**src/rtl/reset_sequencer_pkg.sv**
```systemverilog
// -----------------------------------------------------------------------------
// rstseq_pkg
// Shared definitions for the reset sequencer: FSM state encoding and the
// width of the debounce-abort (glitch) counter.
// -----------------------------------------------------------------------------
package rstseq_pkg;

    typedef enum logic [1:0] {
        S_OFF  = 2'd0,
        S_UP   = 2'd1,
        S_ON   = 2'd2,
        S_DOWN = 2'd3
    } seq_state_e;

    localparam int GLITCH_W = 8;

endpackage

```
**src/rtl/reset_sequencer_if.sv**
```systemverilog
// -----------------------------------------------------------------------------
// reset_sequencer_if
// Bundles the request input and the sequenced outputs of reset_sequencer.
//   req_i        : asynchronous request level (1 = bring system up)
//   stage_o      : thermometer of released stages
//   done_o       : all stages released
//   busy_o       : sequencing up or down in progress
//   glitch_cnt_o : aborted-debounce count (0 when the counter is built out)
// master = request source / observer, slave = the sequencer.
// -----------------------------------------------------------------------------
interface reset_sequencer_if
    import rstseq_pkg::*;
#(
    parameter int NSTAGE = 4
);
    logic                req_i;
    logic [NSTAGE-1:0]   stage_o;
    logic                done_o;
    logic                busy_o;
    logic [GLITCH_W-1:0] glitch_cnt_o;

    modport master (
        output req_i,
        input  stage_o,
        input  done_o,
        input  busy_o,
        input  glitch_cnt_o
    );

    modport slave (
        input  req_i,
        output stage_o,
        output done_o,
        output busy_o,
        output glitch_cnt_o
    );
endinterface

```
**src/rtl/reset_sequencer_sync_debounce.sv**
```systemverilog
// -----------------------------------------------------------------------------
// sync_debounce
// Synchroniser chain followed by a debounce filter.
//   clk_i    : system clock
//   rst_i    : synchronous active-low reset
//   d_i      : asynchronous input level
//   q_o      : debounced level (req_f); follows the synchronised level once it
//              has differed for DEBOUNCE consecutive edges
//   glitch_o : one-cycle pulse when the synchronised level returns to q_o
//              before the debounce count completed
// SYNC_STAGES = 0 passes d_i straight to the debouncer.
// -----------------------------------------------------------------------------
module sync_debounce #(
    parameter int SYNC_STAGES = 2,
    parameter int DEBOUNCE    = 16
) (
    input  logic clk_i,
    input  logic rst_i,
    input  logic d_i,
    output logic q_o,
    output logic glitch_o
);

    localparam int            DB_W    = $clog2(DEBOUNCE + 1);
    localparam logic [DB_W-1:0] DB_LAST = DB_W'(DEBOUNCE - 1);

    logic            req_s;
    logic            req_f_q, req_f_d;
    logic [DB_W-1:0] db_q, db_d;

    if (SYNC_STAGES == 0) begin : g_nosync
        assign req_s = d_i;
    end else begin : g_sync
        // bit 0 is the first flop of the chain
        logic [SYNC_STAGES-1:0] sync_q;

        always_ff @(posedge clk_i) begin
            if (!rst_i) begin
                sync_q <= '0;
            end else begin
                sync_q <= (sync_q << 1) | SYNC_STAGES'(d_i);
            end
        end

        assign req_s = sync_q[SYNC_STAGES-1];
    end

    always_comb begin
        req_f_d = req_f_q;
        db_d    = db_q;
        if (req_s == req_f_q) begin
            db_d = '0;
        end else if (db_q == DB_LAST) begin
            req_f_d = req_s;
            db_d    = '0;
        end else begin
            db_d = db_q + DB_W'(1);
        end
    end

    always_ff @(posedge clk_i) begin
        if (!rst_i) begin
            req_f_q <= 1'b0;
            db_q    <= '0;
        end else begin
            req_f_q <= req_f_d;
            db_q    <= db_d;
        end
    end

    assign q_o      = req_f_q;
    assign glitch_o = (req_s == req_f_q) && (db_q != '0);

endmodule

```
**src/rtl/reset_sequencer.sv**
```systemverilog
// -----------------------------------------------------------------------------
// reset_sequencer
// Debounces a reset/lock request and releases NSTAGE ordered enables as a
// thermometer, one stage every STAGE_DLY cycles; removal withdraws them in
// reverse order, or all at once when FAST_OFF = 1.
//   clk_i  : system clock
//   rst_i  : synchronous active-low reset
//   seq_if : reset_sequencer_if.slave (req_i, stage_o, done_o, busy_o,
//            glitch_cnt_o)
// Build option: define RSTSEQ_GLITCH_CNT_EN to include the 8-bit saturating
// count of aborted debounces; otherwise glitch_cnt_o is tied to 0.
//
// state | meaning
// ------+-----------------------------------------------------------
// OFF   | all stages held, waiting for debounced request
// UP    | raising one stage per STAGE_DLY cycles
// ON    | all stages released
// DOWN  | dropping one stage per STAGE_DLY cycles, highest first
// -----------------------------------------------------------------------------
module reset_sequencer
    import rstseq_pkg::*;
#(
    parameter int NSTAGE      = 4,
    parameter int SYNC_STAGES = 2,
    parameter int DEBOUNCE    = 16,
    parameter int STAGE_DLY   = 1024,
    parameter int FAST_OFF    = 0
) (
    input  logic              clk_i,
    input  logic              rst_i,
    reset_sequencer_if.slave  seq_if
);

    localparam int              ST_W    = $clog2(STAGE_DLY + 1);
    localparam int              LVL_W   = $clog2(NSTAGE + 1);
    localparam logic [ST_W-1:0] ST_LAST = ST_W'(STAGE_DLY - 1);
    localparam logic [LVL_W-1:0] LVL_TOP = LVL_W'(NSTAGE);

    logic              req_f;
    logic              glitch;
    seq_state_e        state_q;
    logic [ST_W-1:0]   st_q;
    logic [LVL_W-1:0]  lvl_q;
    logic [NSTAGE-1:0] stage_q;
    logic              done_q;
    logic              busy_q;

    sync_debounce #(
        .SYNC_STAGES (SYNC_STAGES),
        .DEBOUNCE    (DEBOUNCE)
    ) u_sync_debounce (
        .clk_i    (clk_i),
        .rst_i    (rst_i),
        .d_i      (seq_if.req_i),
        .q_o      (req_f),
        .glitch_o (glitch)
    );

    // Stages are shifted in/out at the low end so stage_q stays a thermometer
    // without indexing by lvl_q.
    always_ff @(posedge clk_i) begin
        if (!rst_i) begin
            state_q <= S_OFF;
            st_q    <= '0;
            lvl_q   <= '0;
            stage_q <= '0;
            done_q  <= 1'b0;
            busy_q  <= 1'b0;
        end else begin
            case (state_q)
                S_OFF: begin
                    if (req_f) begin
                        state_q <= S_UP;
                        st_q    <= '0;
                        lvl_q   <= '0;
                        busy_q  <= 1'b1;
                    end
                end

                S_UP: begin
                    if (!req_f) begin
                        st_q <= '0;
                        if ((FAST_OFF != 0) || (lvl_q == '0)) begin
                            state_q <= S_OFF;
                            stage_q <= '0;
                            lvl_q   <= '0;
                            busy_q  <= 1'b0;
                        end else begin
                            state_q <= S_DOWN;
                        end
                    end else if (st_q == ST_LAST) begin
                        stage_q <= (stage_q << 1) | NSTAGE'(1);
                        lvl_q   <= lvl_q + LVL_W'(1);
                        st_q    <= '0;
                        if (lvl_q == LVL_TOP - LVL_W'(1)) begin
                            state_q <= S_ON;
                            busy_q  <= 1'b0;
                            done_q  <= 1'b1;
                        end
                    end else begin
                        st_q <= st_q + ST_W'(1);
                    end
                end

                S_ON: begin
                    if (!req_f) begin
                        done_q <= 1'b0;
                        st_q   <= '0;
                        if (FAST_OFF != 0) begin
                            state_q <= S_OFF;
                            stage_q <= '0;
                            lvl_q   <= '0;
                        end else begin
                            state_q <= S_DOWN;
                            busy_q  <= 1'b1;
                        end
                    end
                end

                S_DOWN: begin
                    if (req_f) begin
                        st_q <= '0;
                        // nothing has been dropped yet: go straight back to ON
                        if (lvl_q == LVL_TOP) begin
                            state_q <= S_ON;
                            busy_q  <= 1'b0;
                            done_q  <= 1'b1;
                        end else begin
                            state_q <= S_UP;
                        end
                    end else if (st_q == ST_LAST) begin
                        stage_q <= stage_q >> 1;
                        lvl_q   <= lvl_q - LVL_W'(1);
                        st_q    <= '0;
                        if (lvl_q == LVL_W'(1)) begin
                            state_q <= S_OFF;
                            busy_q  <= 1'b0;
                        end
                    end else begin
                        st_q <= st_q + ST_W'(1);
                    end
                end

                default: begin
                    state_q <= S_OFF;
                    st_q    <= '0;
                    lvl_q   <= '0;
                    stage_q <= '0;
                    done_q  <= 1'b0;
                    busy_q  <= 1'b0;
                end
            endcase
        end
    end

    assign seq_if.stage_o = stage_q;
    assign seq_if.done_o  = done_q;
    assign seq_if.busy_o  = busy_q;

`ifdef RSTSEQ_GLITCH_CNT_EN
    logic [GLITCH_W-1:0] glitch_cnt_q;

    always_ff @(posedge clk_i) begin
        if (!rst_i) begin
            glitch_cnt_q <= '0;
        end else if (glitch && (glitch_cnt_q != '1)) begin
            glitch_cnt_q <= glitch_cnt_q + GLITCH_W'(1);
        end
    end

    assign seq_if.glitch_cnt_o = glitch_cnt_q;
`else
    logic glitch_unused;
    assign glitch_unused       = glitch;
    assign seq_if.glitch_cnt_o = '0;
`endif

endmodule

```
**src/flat_wrapper.sv**
```systemverilog
// flat-port wrapper written by rule: the top's interface ports become plain ports
module reset_sequencer_flat import rstseq_pkg::*;
#(
    parameter int NSTAGE      = 4,
    parameter int SYNC_STAGES = 2,
    parameter int DEBOUNCE    = 16,
    parameter int STAGE_DLY   = 1024,
    parameter int FAST_OFF    = 0
)
  (clk_i, rst_i, seq_if_req_i, seq_if_stage_o, seq_if_done_o, seq_if_busy_o, seq_if_glitch_cnt_o);
  reset_sequencer_if #(.NSTAGE(NSTAGE)) seq_if_i ();
  input  logic clk_i;
  input  logic rst_i;
  input wire logic [$bits(seq_if_i.req_i)-1:0] seq_if_req_i;
  output wire logic [$bits(seq_if_i.stage_o)-1:0] seq_if_stage_o;
  output wire logic [$bits(seq_if_i.done_o)-1:0] seq_if_done_o;
  output wire logic [$bits(seq_if_i.busy_o)-1:0] seq_if_busy_o;
  output wire logic [$bits(seq_if_i.glitch_cnt_o)-1:0] seq_if_glitch_cnt_o;
  assign seq_if_i.req_i = seq_if_req_i;
  assign seq_if_stage_o = seq_if_i.stage_o;
  assign seq_if_done_o = seq_if_i.done_o;
  assign seq_if_busy_o = seq_if_i.busy_o;
  assign seq_if_glitch_cnt_o = seq_if_i.glitch_cnt_o;
  reset_sequencer #(.NSTAGE(NSTAGE), .SYNC_STAGES(SYNC_STAGES), .DEBOUNCE(DEBOUNCE), .STAGE_DLY(STAGE_DLY), .FAST_OFF(FAST_OFF)) u_core (.clk_i(clk_i), .rst_i(rst_i), .seq_if(seq_if_i));
endmodule
```
**config.mk**
```make
export PLATFORM = sky130hd
export DESIGN_NAME = reset_sequencer_flat
export DESIGN_NICKNAME = d
export VERILOG_FILES = /design/src/rtl/reset_sequencer_pkg.sv /design/src/rtl/reset_sequencer_if.sv /design/src/rtl/reset_sequencer_sync_debounce.sv /design/src/rtl/reset_sequencer.sv /design/src/flat_wrapper.sv
export SDC_FILE = /design/constraint.sdc
export NUM_CORES = 1
export LEC_CHECK = 0
export BUFFER_PORTS_ARGS = -buffer_cell sky130_fd_sc_hd__buf_2
export CAP_MARGIN = 20
export CORE_MARGIN = 4
export CORE_UTILIZATION = 52
export DETAILED_ROUTE_END_ITERATION = 6
export GPL_TIMING_DRIVEN = 0
export HOLD_SLACK_MARGIN = 0.05
export PLACE_DENSITY = 0.79
export SYNTH_ARGS = -nofsm -noshare
export SYNTH_HDL_FRONTEND = slang
export SYNTH_SLANG_ARGS = --single-unit
```
**constraint.sdc**
```tcl
create_clock -name clk_i -period 1.6 [get_ports clk_i]
set_input_delay 0.32 -clock clk_i [delete_from_list [all_inputs] [get_ports clk_i]]
set_output_delay 0.32 -clock clk_i [all_outputs]
set_load 0.01 [all_outputs]
```
==> results.toml <==
[cts]
clk_pin_slew_ns = 0.11
clock-root-buffer = "clkbuf_4"
clockBufferDepth = 2
worstSkewPairLatency_ns = 0.35
h-tree-depth = 2
cts_buffers = 5
cts_tree = "yes"
hold_buffers = 0
cts.sinks = 30

[timing]
finalMaxSlewViolations = 0
slew_headroom_pct = 65.9
tightestPinTransition_ns = 0.512
layout_setup_ws_ns = -0.0546
hold_viol = 0
min_period_ns = 1.65
skew_ns = 0.0177
grt_setup_unrepaired = "yes"
fmax_mhz = 604
period_share_pct = 103
setup_violations = 4

[final_layout]
fin_util_pct = 69.6
finalNetCount = 252
final_cell_area_um2 = 2160
final_common_cell = "nand2_1"
instances_no_fill = 285
most-common-layout-cells = "25 x nand2_1, 22 x buf_4, 16 x dfxtp_1"
syn2layout_area_growth_pct = 25.2
n_antenna_cell = 0
drive_above_1_share_pct = 32.0

[place]
dp_cells = 263
portBuffers = 7
place.gp.congestion = 0.873
dpl_worst_slack_ns = -0.189
dp_hpwl_um = 2620
postPlaceCellArea_um2 = 1870

[logic_synthesis]
yosys.area_share.simple_pct = 28.9
synth_top_area_cell = "dfxtp_1"
synth_top_family_by_area = "simple AND/OR/NAND/NOR gates"
netlist_area_um2 = 1730
synth-compound-area-share_pct = 19.1
ys_async_sr_fraction_pct = 0
synth_area_leaders = "dfxtp_1 35%, ha_1 5.8%, nand2_1 5.4%"
yosysWarnings = 0
syn_area_per_cell_um2 = 8.42
synth_xor_area_share_pct = 3.05
synth_seq_cells = 30
seq_area_frac_synth_pct = 34.8
synth_edf_count = 0
ys.flop_type = "dfxtp_1"
synthAdderAreaFrac_pct = 5.80
synth_top_area_share_pct = 34.8
synthCells = 205
synth_cell_types = 50
yosys-mux-area-fraction_pct = 1.16

[worst_setup_path]
start_kind = "flop"
arrival_ns = 1.93
critPathMaxFanout = 5
critPathCaptureType = "flop"
criticalPathCategory = "reg -> reg"
critical_path_required_ns = 1.87

[pwr]
power_density_nw_per_um2 = 663
power_w = 0.00143
vdd_ir_drop_max_mv = 0.521
p_leak_nw = 0.873

[drt]
drtPass1Iterations = 4
viasPerCell = 5.50
drtIter0Drc = 104
routedWlPerCell_um = 14.1
drt-total-wl_um = 4030
antenna_left = 0
vias = 1568
drcViolationCount = 0

[floorplan]
fp.coreArea_um2 = 3100
die_w_um = 65.6
dieArea_um2 = 4300
num_io_pins = 17
fp-row-count = 20
die_y_um = 65.6
initial_utilization_pct = 55.6

[global_routing]
grtUsageTotal_pct = 19.9
grt_pass1_vias = 1399
grt_overflow = 0
grt_max_degree = 11
grt_first_pass_wirelength_um = 6550
antenna_found_initial = 0

[run]
drv_cap = 0

[run_status]
outcome = "finished with violations"
violations = "setup timing"

[worst_hold_path]
min_path_type = "in -> reg"
cells by family (layout without fill, tap and decap cells):
kind of cell,Yosys count,in the layout
fa+ha+maj,8,8
xor+xnor,6,6
flops,30,30
mux,2,2
simple gates,92,92
other cells,1,8
buf+inv,23,52
compound gates,43,43
worst max-delay path, stage by stage (launching register included):
cell and delay (ns):
dfxtp_4 0.38, ha_4 0.15, and3_4 0.20, nand3_4 0.09, o41ai_4 0.38, buf_4 0.20
nand3_2 0.07, o21ai_1 0.10
cells in the mapped netlist (2+ instances only):
library cell	number
dfxtp_1	30
nor2_1	14
mux2i_1	2
nor2b_1	3
xor2_1	3
clkbuf_1	4
o2111ai_1	2
o211ai_1	3
nand2b_1	3
nor4_1	2
o21ai_0	9
ha_1	8
a31oi_1	5
a21boi_0	2
nand4_1	4
nand3b_1	3
nand2_1	25
buf_2	3
nor3_1	7
inv_1	7
buf_4	8
o22ai_1	2
nand3_1	10
or3_1	3
and2_1	6
xnor2_1	3
a21oi_1	5
and3_1	5
o211a_1	3
sequential cells by signal, indices dropped and copies added, names as in the netlist:
name,count
u_core.state_q,2
u_core.u_sync_debounce.q_o,1
u_core.st_q,11
u_core.seq_if.done_o,1
u_core.u_sync_debounce.g_sync.sync_q,2
u_core.seq_if.busy_o,1
u_core.lvl_q,3
u_core.seq_if.stage_o,4
u_core.u_sync_debounce.db_q,5
layer usage:
metal / share of wire, % / GRT usage [%]
met2: 47 / 31.6
met4: 2.3 / 8.03
met1: 45 / 25.0
met3: 5.9 / 5.98
met5: 0 / 0
worst paths after layout:
check,from,end,slack (ns),depth (start not counted)
setup / recovery,u_core.st_q[0],u_core.seq_if.stage_o[2],-0.05,7
hold / removal,seq_if_req_i,u_core.u_sync_debounce.g_sync.sync_q[0],0.19,2
hold reg to reg,u_core.u_sync_debounce.g_sync.sync_q[0],u_core.u_sync_debounce.g_sync.sync_q[1],0.44,1
setup reg to reg,u_core.st_q[0],u_core.seq_if.stage_o[2],-0.05,7
area by class of cell:
class,count,area (um^2)
multi-input cells,159,1120
fillers,252,943
flip-flops and latches,30,626
repair buffers,22,151
plain buffers,15,92.6
well taps,44,55.1
clock buffers,6,51.3
clock inverters,1,30.0
inverters,8,30.0
stage by stage:
| step | setup TNS (ns) | hold WS, ns |
|---|---|---|
| after floorplan | -0.0144 | 0.412 |
| after global placement | -0.529 | 0.413 |
| after detailed placement | -0.657 | 0.426 |
| after CTS | -0.181 | 0.188 |
| after global routing | -0.634 | 0.198 |
| final | -0.138 | 0.189 |
power by group:
part / switching (W) / leakage [nW] / internal (W)
Combinational: 0.0000313 / 0.578 / 0.0000203
Sequential: 0.00000144 / 0.250 / 0.000744
Clock: 0.000273 / 0.0443 / 0.000363
repair_timing:
item / in CTS / in global routing
buffers inserted: 11 / 5
pin swaps: 8 / 8
setup endpoints to repair: 14 / 19
endpoints found under the hold margin: 0 / 0
gates resized for setup: 8 / 24
Note: power is estimated with default switching activity, not from simulation.
